$ cat src/rtl/sextium_io_fifo.sv
// rtl/sextium_io_fifo.sv - Avalon-MM slave bridging the Sextium I/O port to RX/TX word FIFOs
module sextium_io_fifo #(
  parameter int          DEPTH_LOG2      = 4,
  parameter logic [31:0] READ_FIFO_ADDR  = 32'h0020_0006,
  parameter logic [31:0] WRITE_FIFO_ADDR = 32'h0020_0008,
  parameter logic [31:0] STATUS_ADDR     = 32'h0020_000A
) (
  input  logic        clk,
  input  logic        reset,
  input  logic [31:0] address,
  input  logic        read,
  output logic [15:0] readdata,
  output logic        waitrequest,
  input  logic        write,
  input  logic [15:0] writedata,
  input  logic [15:0] rx_data,
  input  logic        rx_valid,
  output logic        rx_ready,
  output logic [15:0] tx_data,
  output logic        tx_valid,
  input  logic        tx_ready
);

  localparam int D  = 1 << DEPTH_LOG2;
  localparam int CW = DEPTH_LOG2 + 1;
  localparam logic [DEPTH_LOG2-1:0] PTR_ONE  = 1;
  localparam logic [CW-1:0]         CNT_ONE  = 1;
  localparam logic [CW-1:0]         CNT_FULL = CW'(D);

  logic [15:0]           r_rx_mem [D];
  logic [15:0]           r_tx_mem [D];
  logic [DEPTH_LOG2-1:0] r_rx_wr_ptr, r_rx_rd_ptr, r_tx_wr_ptr, r_tx_rd_ptr;
  logic [CW-1:0]         r_rx_count, r_tx_count;
  logic                  r_rx_ready;
  logic [CW-1:0]         w_rx_count_nxt, w_tx_count_nxt;

  logic w_rd_fifo, w_rd_stat, w_wr_fifo;
  logic w_rx_empty, w_tx_empty, w_tx_full;
  logic w_rx_push, w_rx_pop, w_tx_push, w_tx_pop;

  // A read takes priority, so a write only decodes when read is low
  assign w_rd_fifo = read && (address == READ_FIFO_ADDR);
  assign w_rd_stat = read && (address == STATUS_ADDR);
  assign w_wr_fifo = !read && write && (address == WRITE_FIFO_ADDR);

  assign w_rx_empty = (r_rx_count == '0);
  assign w_tx_empty = (r_tx_count == '0);
  assign w_tx_full  = (r_tx_count == CNT_FULL);

  assign w_rx_push = rx_valid && r_rx_ready;
  assign w_rx_pop  = reset && w_rd_fifo && !w_rx_empty;
  assign w_tx_push = reset && w_wr_fifo && !w_tx_full;
  assign w_tx_pop  = tx_valid && tx_ready;

  assign rx_ready    = r_rx_ready;
  assign tx_valid    = !w_tx_empty;
  assign tx_data     = r_tx_mem[r_tx_rd_ptr];
  assign waitrequest = !reset || (w_rd_fifo && w_rx_empty) || (w_wr_fifo && w_tx_full);

  always_comb begin
    readdata = '0;
    if (reset) begin
      if (w_rd_fifo)
        readdata = r_rx_mem[r_rx_rd_ptr];
      else if (w_rd_stat)
        readdata = {8'(r_rx_count), 8'(r_tx_count)};
    end
  end

  always_comb begin
    w_rx_count_nxt = r_rx_count;
    if (w_rx_push && !w_rx_pop)
      w_rx_count_nxt = r_rx_count + CNT_ONE;
    else if (!w_rx_push && w_rx_pop)
      w_rx_count_nxt = r_rx_count - CNT_ONE;
  end

  always_comb begin
    w_tx_count_nxt = r_tx_count;
    if (w_tx_push && !w_tx_pop)
      w_tx_count_nxt = r_tx_count + CNT_ONE;
    else if (!w_tx_push && w_tx_pop)
      w_tx_count_nxt = r_tx_count - CNT_ONE;
  end

  // rx_ready is registered from the next count, so a pop never opens space combinationally
  always_ff @(posedge clk or negedge reset) begin
    if (!reset) begin
      r_rx_wr_ptr <= '0;
      r_rx_rd_ptr <= '0;
      r_rx_count  <= '0;
      r_rx_ready  <= 1'b0;
      r_tx_wr_ptr <= '0;
      r_tx_rd_ptr <= '0;
      r_tx_count  <= '0;
    end else begin
      if (w_rx_push) r_rx_wr_ptr <= r_rx_wr_ptr + PTR_ONE;
      if (w_rx_pop)  r_rx_rd_ptr <= r_rx_rd_ptr + PTR_ONE;
      if (w_tx_push) r_tx_wr_ptr <= r_tx_wr_ptr + PTR_ONE;
      if (w_tx_pop)  r_tx_rd_ptr <= r_tx_rd_ptr + PTR_ONE;
      r_rx_count <= w_rx_count_nxt;
      r_tx_count <= w_tx_count_nxt;
      r_rx_ready <= (w_rx_count_nxt != CNT_FULL);
    end
  end

  always_ff @(posedge clk) begin
    if (w_rx_push) r_rx_mem[r_rx_wr_ptr] <= rx_data;
    if (w_tx_push) r_tx_mem[r_tx_wr_ptr] <= writedata;
  end

endmodule

$ cat config.mk
export PLATFORM = sky130hd
export DESIGN_NAME = sextium_io_fifo
export DESIGN_NICKNAME = d
export VERILOG_FILES = /design/src/rtl/sextium_io_fifo.sv
export SDC_FILE = /design/constraint.sdc
export NUM_CORES = 1
export LEC_CHECK = 0
export ABC_AREA = 1
export CAP_MARGIN = 30
export CELL_PAD_IN_SITES_DETAIL_PLACEMENT = 1
export CELL_PAD_IN_SITES_GLOBAL_PLACEMENT = 2
export CORE_UTILIZATION = 38
export CTS_CLUSTER_SIZE = 40
export DETAILED_ROUTE_END_ITERATION = 10
export GPL_ROUTABILITY_DRIVEN = 0
export PLACE_DENSITY_LB_ADDON = 0.1
export SLEW_MARGIN = 25
export SYNTH_ARGS = -nofsm -noshare
export SYNTH_HDL_FRONTEND = slang
export SYNTH_SLANG_ARGS = --single-unit
$ cat constraint.sdc
create_clock -name clk -period 2.61 [get_ports clk]
set_input_delay 0.522 -clock clk [delete_from_list [all_inputs] [get_ports clk]]
set_output_delay 0.522 -clock clk [all_outputs]
set_load 0.02 [all_outputs]
* After elaboration in Yosys (flattened, before gate mapping)
Memories as Yosys holds them, arrays and structs flattened. Index checks and enable logic that the tools add are counted.
Word-level totals: memories 2, bits in latches 0, register bits after elaboration 27, memory bits (read-only) 0, bits of input ports 70, bits in writable memories 512
Cells by class: bitwise operators 0, equality and inequality tests 5, shift operators 0, div/mod/pow operators 0, multiplexer cells 11, multipliers 0, add/subtract/negate cells 8, reductions and logical operators 30, $lt $le $gt $ge 0
Memory list:
- r_rx_mem | words 16, bits a word 16, rd ports 1, clocked after memory_dff 0, wr ports 1, line 30 | logic [15:0] r_rx_mem [D];
- r_tx_mem | words 16, bits a word 16, rd ports 1, clocked after memory_dff 0, wr ports 1, line 31 | logic [15:0] r_tx_mem [D];
Operators by type and width (number):
- $eq 32x22->1 const B | 3
- $mux 16 | 2
- $mux 5 | 4
- $add 4x1->4 const B | 4
- $logic_and 1x1->1 | 16
- $mux 13 | 1
- $add 5x1->5 const B | 2
- $logic_not 5->1 | 2
- $sub 5x1->5 const B | 2
- $logic_not 1->1 | 9
- $eq 5x5->1 const B | 1
- $ne 5x5->1 const B | 1
- $mux 1 | 4
- $logic_or 1x1->1 | 2
- $reduce_bool 2->1 | 1

* Logic depth before layout (Yosys ltp)
word-level depth 9, mapped depth 17, mapped depth without buffers 17

* Worst setup path before layout
No wires, ideal clock.
path type input to register, start input address[15], end register r_tx_count[4], stages on the path 17, setup slack 9 ps, data required time 2485 ps, arrival time 2476 ps, cell sequence nor2_1 -> nand2_1 -> nor2_1 -> nand3_1 -> nor2_1 -> nand4_1 -> inv_2 -> ha_1 -> inv_1 -> ha_1 -> nand2_1 -> nor2_1 -> a211oi_1 -> nand2_1 -> nand2_1 -> nor2_1 -> xor2_1
Between the ends: longest elaborated chain between the ends 7, elaborated cells between the ends (all ways) 9, those cells by class 1 x eq/ne; 1 x mux; 7 x reduce/logical
RTL lines:
- start: declaration | line 10 | input logic [31:0] address,
- $eq 32x22->1 (*) | line 44 | assign w_wr_fifo = !read && write && (address == WRITE_FIFO_ADDR);
- $logic_and 1x1->1 (*) | line 44
- $logic_and 1x1->1 (*) (2 in a row) | line 52 | assign w_tx_push = reset && w_wr_fifo && !w_tx_full;
- net w_tx_push | line 39 | logic w_rx_push, w_rx_pop, w_tx_push, w_tx_pop;
- $logic_not 1->1 | line 82 | else if (!w_tx_push && w_tx_pop)
- $logic_and 1x1->1 | line 82
- $reduce_bool 2->1 (no source line)
- end signal: assignment | line 102 | r_tx_count <= w_tx_count_nxt;
- end: declaration | line 33 | logic [CW-1:0] r_rx_count, r_tx_count;
The timed path passes the listed nets; every way through them passes the cells marked *. A chain may end at the register's enable or synchronous reset.

* Worst setup path after layout
start register r_rx_rd_ptr[0], end output readdata[4]
Between the ends: longest elaborated chain between the ends 3
RTL lines:
- start: declaration | line 32 | logic [DEPTH_LOG2-1:0] r_rx_wr_ptr, r_rx_rd_ptr, r_tx_wr_ptr, r_tx_rd_ptr;
- start signal: assignment | line 98 | if (w_rx_pop) r_rx_rd_ptr <= r_rx_rd_ptr + PTR_ONE;
- $mem_v2 16x16
- $mux 16 | line 63 | if (w_rd_fifo)
- $mux 16 | line 62 | if (reset) begin
- end: declaration | line 12 | output logic [15:0] readdata,
No other way between the ends.

==> metrics.txt <==
total global routing overflow 0; cell area after synthesis 22,200 um2; count of routing violations after the opening detailed-route iteration roughly 1,100; Worst Tran Pin Value roughly 0.64 ns; total detailed-routing wirelength 69,700 um; number of distinct standard cells referenced by the synthesized netlist 41; run status finished with violations; worst-path fanout max 12; setup skew after layout 0.0235 ns; placed wire-length estimate after detailed placement slightly above 40,000 um; post-route cell area between 20,000 and 30,000 um2; type of the worst min-delay path in2async; core area roughly 58,000 um2; Synth Area per Inst 12.9 um2; first-pass GRT wire length ~100,000 um; number of global-route vias before repair 15,692; fin util 51.8%; # nets final 2,111; Crit Path Class reg2out; cell count after placement 2,662; Post-CTS Hold Buffers 0; share of flip-flops with an asynchronous set or reset after synthesis under 10%; total global-route track usage 22.7%; crit path time final around 3.1 ns; length in cells of the worst reg-to-reg path 14; share of cells above drive strength 1 ~30%; Clock Tree Root sky130_fd_sc_hd__clkbuf_16; type of origin of the critical path flip-flop; data arrival time of the critical path ~2.5 ns; Slew headroom 57.2%; first-pass iteration count of the detailed router 4; CTS Buf Count a little under 60; count of flip-flops with a built-in enable after synthesis 512; violated checks setup timing; Post-synth top flop sky130_fd_sc_hd__edfxtp_1; net count after synthesis 1,815; PwrDens 890 nW/um2; die outline height around 240 um; vias per cell 5.41; CTS Sinks 539; PnR Total Power between 20 and 30 mW; endpoint required time on the critical path ~2.1 ns; ports placed on the boundary approximately 110; FF+latch count, synth between 500 and 600; max-cap violation count 0; DRT antenna net count 0; synthesized instance count 1,727; Non-Filler Instances between 2,000 and 3,000; Max H-tree Level 2; cell breakdown of the critical path buf_4 -> buf_12 -> nand2_1 -> a32o_2 -> o21ai_4 -> nand2_2 -> nand3_2 -> o21ai_2 -> inv_1 -> buf_6; static leakage power about 11 nW; PnR worst setup slack -0.447 ns; reg-to-reg setup timing slack roughly 0.21 ns; clock-pin slew on the worst setup and hold paths around 0.060 ns; Routed wire per std cell ~25 um; CTS max path bufs 3; peak supply drop roughly 590 uV; Die X-Extent roughly 240 um; DRC 0; Critical Path End Type primary output; final cycle utilization of the critical path 117%; CTS tree yes; effective utilization at floorplan 38.5%; YS warnings 0; pin count of the biggest net entering global routing 56; Worst Hold Margin between 0.03 and 0.04 ns; highest achievable clock rate between 300 and 400 MHz; area of placed instances 25,700 um2; Row Count 88; port bufs approximately 100; portion of the post-synthesis area used by sequential elements between 70% and 80%; total setup violations reported at the end of the flow 32; final count of hold timing violations 0; worst stage delay on the critical path about 0.52 ns; DIE AREA ~60,000 um2; total via count after detailed routing 15,324; relative area change from synthesis to final layout 34.3%; worst skew pair latency 0.63 ns; initial antenna violation count 1; Slew Viols, Final 0; final sum of negative setup slack -9.90 ns; pre-CTS setup slack -0.822 ns; unrepaired setup endpoints after global routing yes; cell type of the slowest stage on the worst timing path sky130_fd_sc_hd__dfrtp_4; Filler cells approximately 5,800
-- cells by family (layout without fill, tap and decap cells) --
| logic type | after synthesis | in the layout | synth area share (%) |
|---|---|---|---|
| and+or+nand+nor | 624 | 624 | 11.7 |
| DFF | 539 | 539 | 72.2 |
| AOI/OAI and AO/OA | 308 | 308 | 9.11 |
| buffers and inverters | 178 | 519 | 3.37 |
| muxes | 42 | 42 | 1.89 |
| adders and majority gates | 18 | 18 | 1.05 |
| xor gates and xnor gates | 18 | 18 | 0.709 |
| other | 0 | 1 | 0 |
-- layout make-up --
cell class                      count  area, um2  area share (%)
Clock buffer                       75       1540            5.15
Antenna cell                        1       2.50         0.00838
Clock inverter                     30        264           0.884
Timing Repair inverter              1       11.3          0.0377
Multi-Input combinational cell   1010       6540            21.9
Inverter                           77        330            1.11
Tap cell                          765        957            3.21
Timing Repair Buffer              336       4160            13.9
Sequential cell                   539      16100            53.8
-- what timing repair did --
action	CTS	global route
hold endpoints to repair	0	0
buffers inserted	22	29
setup endpoints to repair	36	35
resized for setup	356	221
pin swaps	63	112
gates cloned	9	19
-- layout by cell type, fill, tap and decap left out, types with 7 or more instances in the layout --
cell and instances:
sky130_fd_sc_hd__inv_1 59, sky130_fd_sc_hd__buf_6 42, sky130_fd_sc_hd__nor3_1 12, sky130_fd_sc_hd__o21ai_0 35, sky130_fd_sc_hd__mux2i_1 35, sky130_fd_sc_hd__buf_4 127, sky130_fd_sc_hd__clkbuf_1 16, sky130_fd_sc_hd__xor2_1 17
sky130_fd_sc_hd__nand2_1 271, sky130_fd_sc_hd__nand2_2 42, sky130_fd_sc_hd__o32ai_2 10, sky130_fd_sc_hd__buf_8 7, sky130_fd_sc_hd__edfxtp_1 512, sky130_fd_sc_hd__dfrtp_1 23, sky130_fd_sc_hd__nand3_2 31, sky130_fd_sc_hd__a22oi_1 7
sky130_fd_sc_hd__nand3_1 72, sky130_fd_sc_hd__o32ai_1 9, sky130_fd_sc_hd__a32o_1 18, sky130_fd_sc_hd__a21oi_1 63, sky130_fd_sc_hd__ha_1 12, sky130_fd_sc_hd__o21ai_1 29, sky130_fd_sc_hd__clkinv_2 10, sky130_fd_sc_hd__buf_12 65
sky130_fd_sc_hd__o21ai_4 11, sky130_fd_sc_hd__nor2_1 115, sky130_fd_sc_hd__dlymetal6s2s_1 10, sky130_fd_sc_hd__a32o_2 7, sky130_fd_sc_hd__clkdlybuf4s50_1 59, sky130_fd_sc_hd__nand4_1 8, sky130_fd_sc_hd__nor2_2 45, sky130_fd_sc_hd__inv_2 11
sky130_fd_sc_hd__o211ai_1 20, sky130_fd_sc_hd__clkbuf_16 76, sky130_fd_sc_hd__clkinv_1 16, sky130_fd_sc_hd__o21ai_2 32, sky130_fd_sc_hd__o221ai_1 36, sky130_fd_sc_hd__nor2_4 14
-- routing by layer --
| metal | track usage, % | part of all wire (%) | vias up |
|---|---|---|---|
| met1 | 32.3 | 47 | 7974 |
| met5 | 0 | 0 | - |
| met2 | 35.7 | 47 | 305 |
| met4 | 5.59 | 1.9 | 0 |
| met3 | 4.19 | 4.5 | 91 |
| li1 | - | - | 6954 |
-- critical path, delay by kind of cell (launching register included) --
| family | cells | cell delay, ns |
|---|---|---|
| flops | 1 | 0.52 |
| simple gates | 3 | 0.31 |
| buf+inv | 4 | 0.51 |
| compound gates | 3 | 0.55 |
-- report_power, final --
group / switching [mW] / internal, mW
registers: 0.253 / 10.0
clock network: 3.38 / 4.53
logic: 4.65 / 3.74
-- cells in the mapped netlist (13+ instances only) --
| cell type | count | area [um2] |
|---|---|---|
| sky130_fd_sc_hd__a21oi_1 | 66 | 330 |
| sky130_fd_sc_hd__a22oi_1 | 13 | 97.6 |
| sky130_fd_sc_hd__a32o_1 | 25 | 250 |
| sky130_fd_sc_hd__buf_2 | 40 | 200 |
| sky130_fd_sc_hd__clkbuf_1 | 50 | 188 |
| sky130_fd_sc_hd__dfrtp_1 | 27 | 676 |
| sky130_fd_sc_hd__edfxtp_1 | 512 | 15400 |
| sky130_fd_sc_hd__ha_1 | 17 | 213 |
| sky130_fd_sc_hd__inv_1 | 66 | 248 |
| sky130_fd_sc_hd__mux2i_1 | 42 | 420 |
| sky130_fd_sc_hd__nand2_1 | 314 | 1180 |
| sky130_fd_sc_hd__nand3_1 | 103 | 515 |
| sky130_fd_sc_hd__nor2_1 | 169 | 634 |
| sky130_fd_sc_hd__nor3_1 | 14 | 70.1 |
| sky130_fd_sc_hd__o211ai_1 | 20 | 150 |
| sky130_fd_sc_hd__o21ai_0 | 87 | 435 |
| sky130_fd_sc_hd__o21ai_1 | 20 | 100 |
| sky130_fd_sc_hd__o221ai_1 | 42 | 368 |
| sky130_fd_sc_hd__o32ai_1 | 20 | 175 |
| sky130_fd_sc_hd__xor2_1 | 17 | 149 |
-- flip-flops by register name, indices dropped and copies added, names as in the netlist --
signal / flops
r_rx_mem: 256
r_tx_rd_ptr: 4
r_tx_mem: 256
r_rx_count: 5
r_rx_rd_ptr: 4
rx_ready: 1
r_tx_count: 5
r_tx_wr_ptr: 4
r_rx_wr_ptr: 4
-- path summary, 6_finish.rpt --
kind,end,from
max in group asynchronous,r_rx_rd_ptr[0],reset
max,readdata[4],r_rx_rd_ptr[0]
min reg2reg,r_tx_count[4],r_tx_count[4]
max reg2reg,r_tx_count[4],r_tx_count[1]
min,rx_ready,reset
min in group clk,r_tx_count[4],r_tx_count[4]
Note: power is estimated with default switching activity, not from simulation.
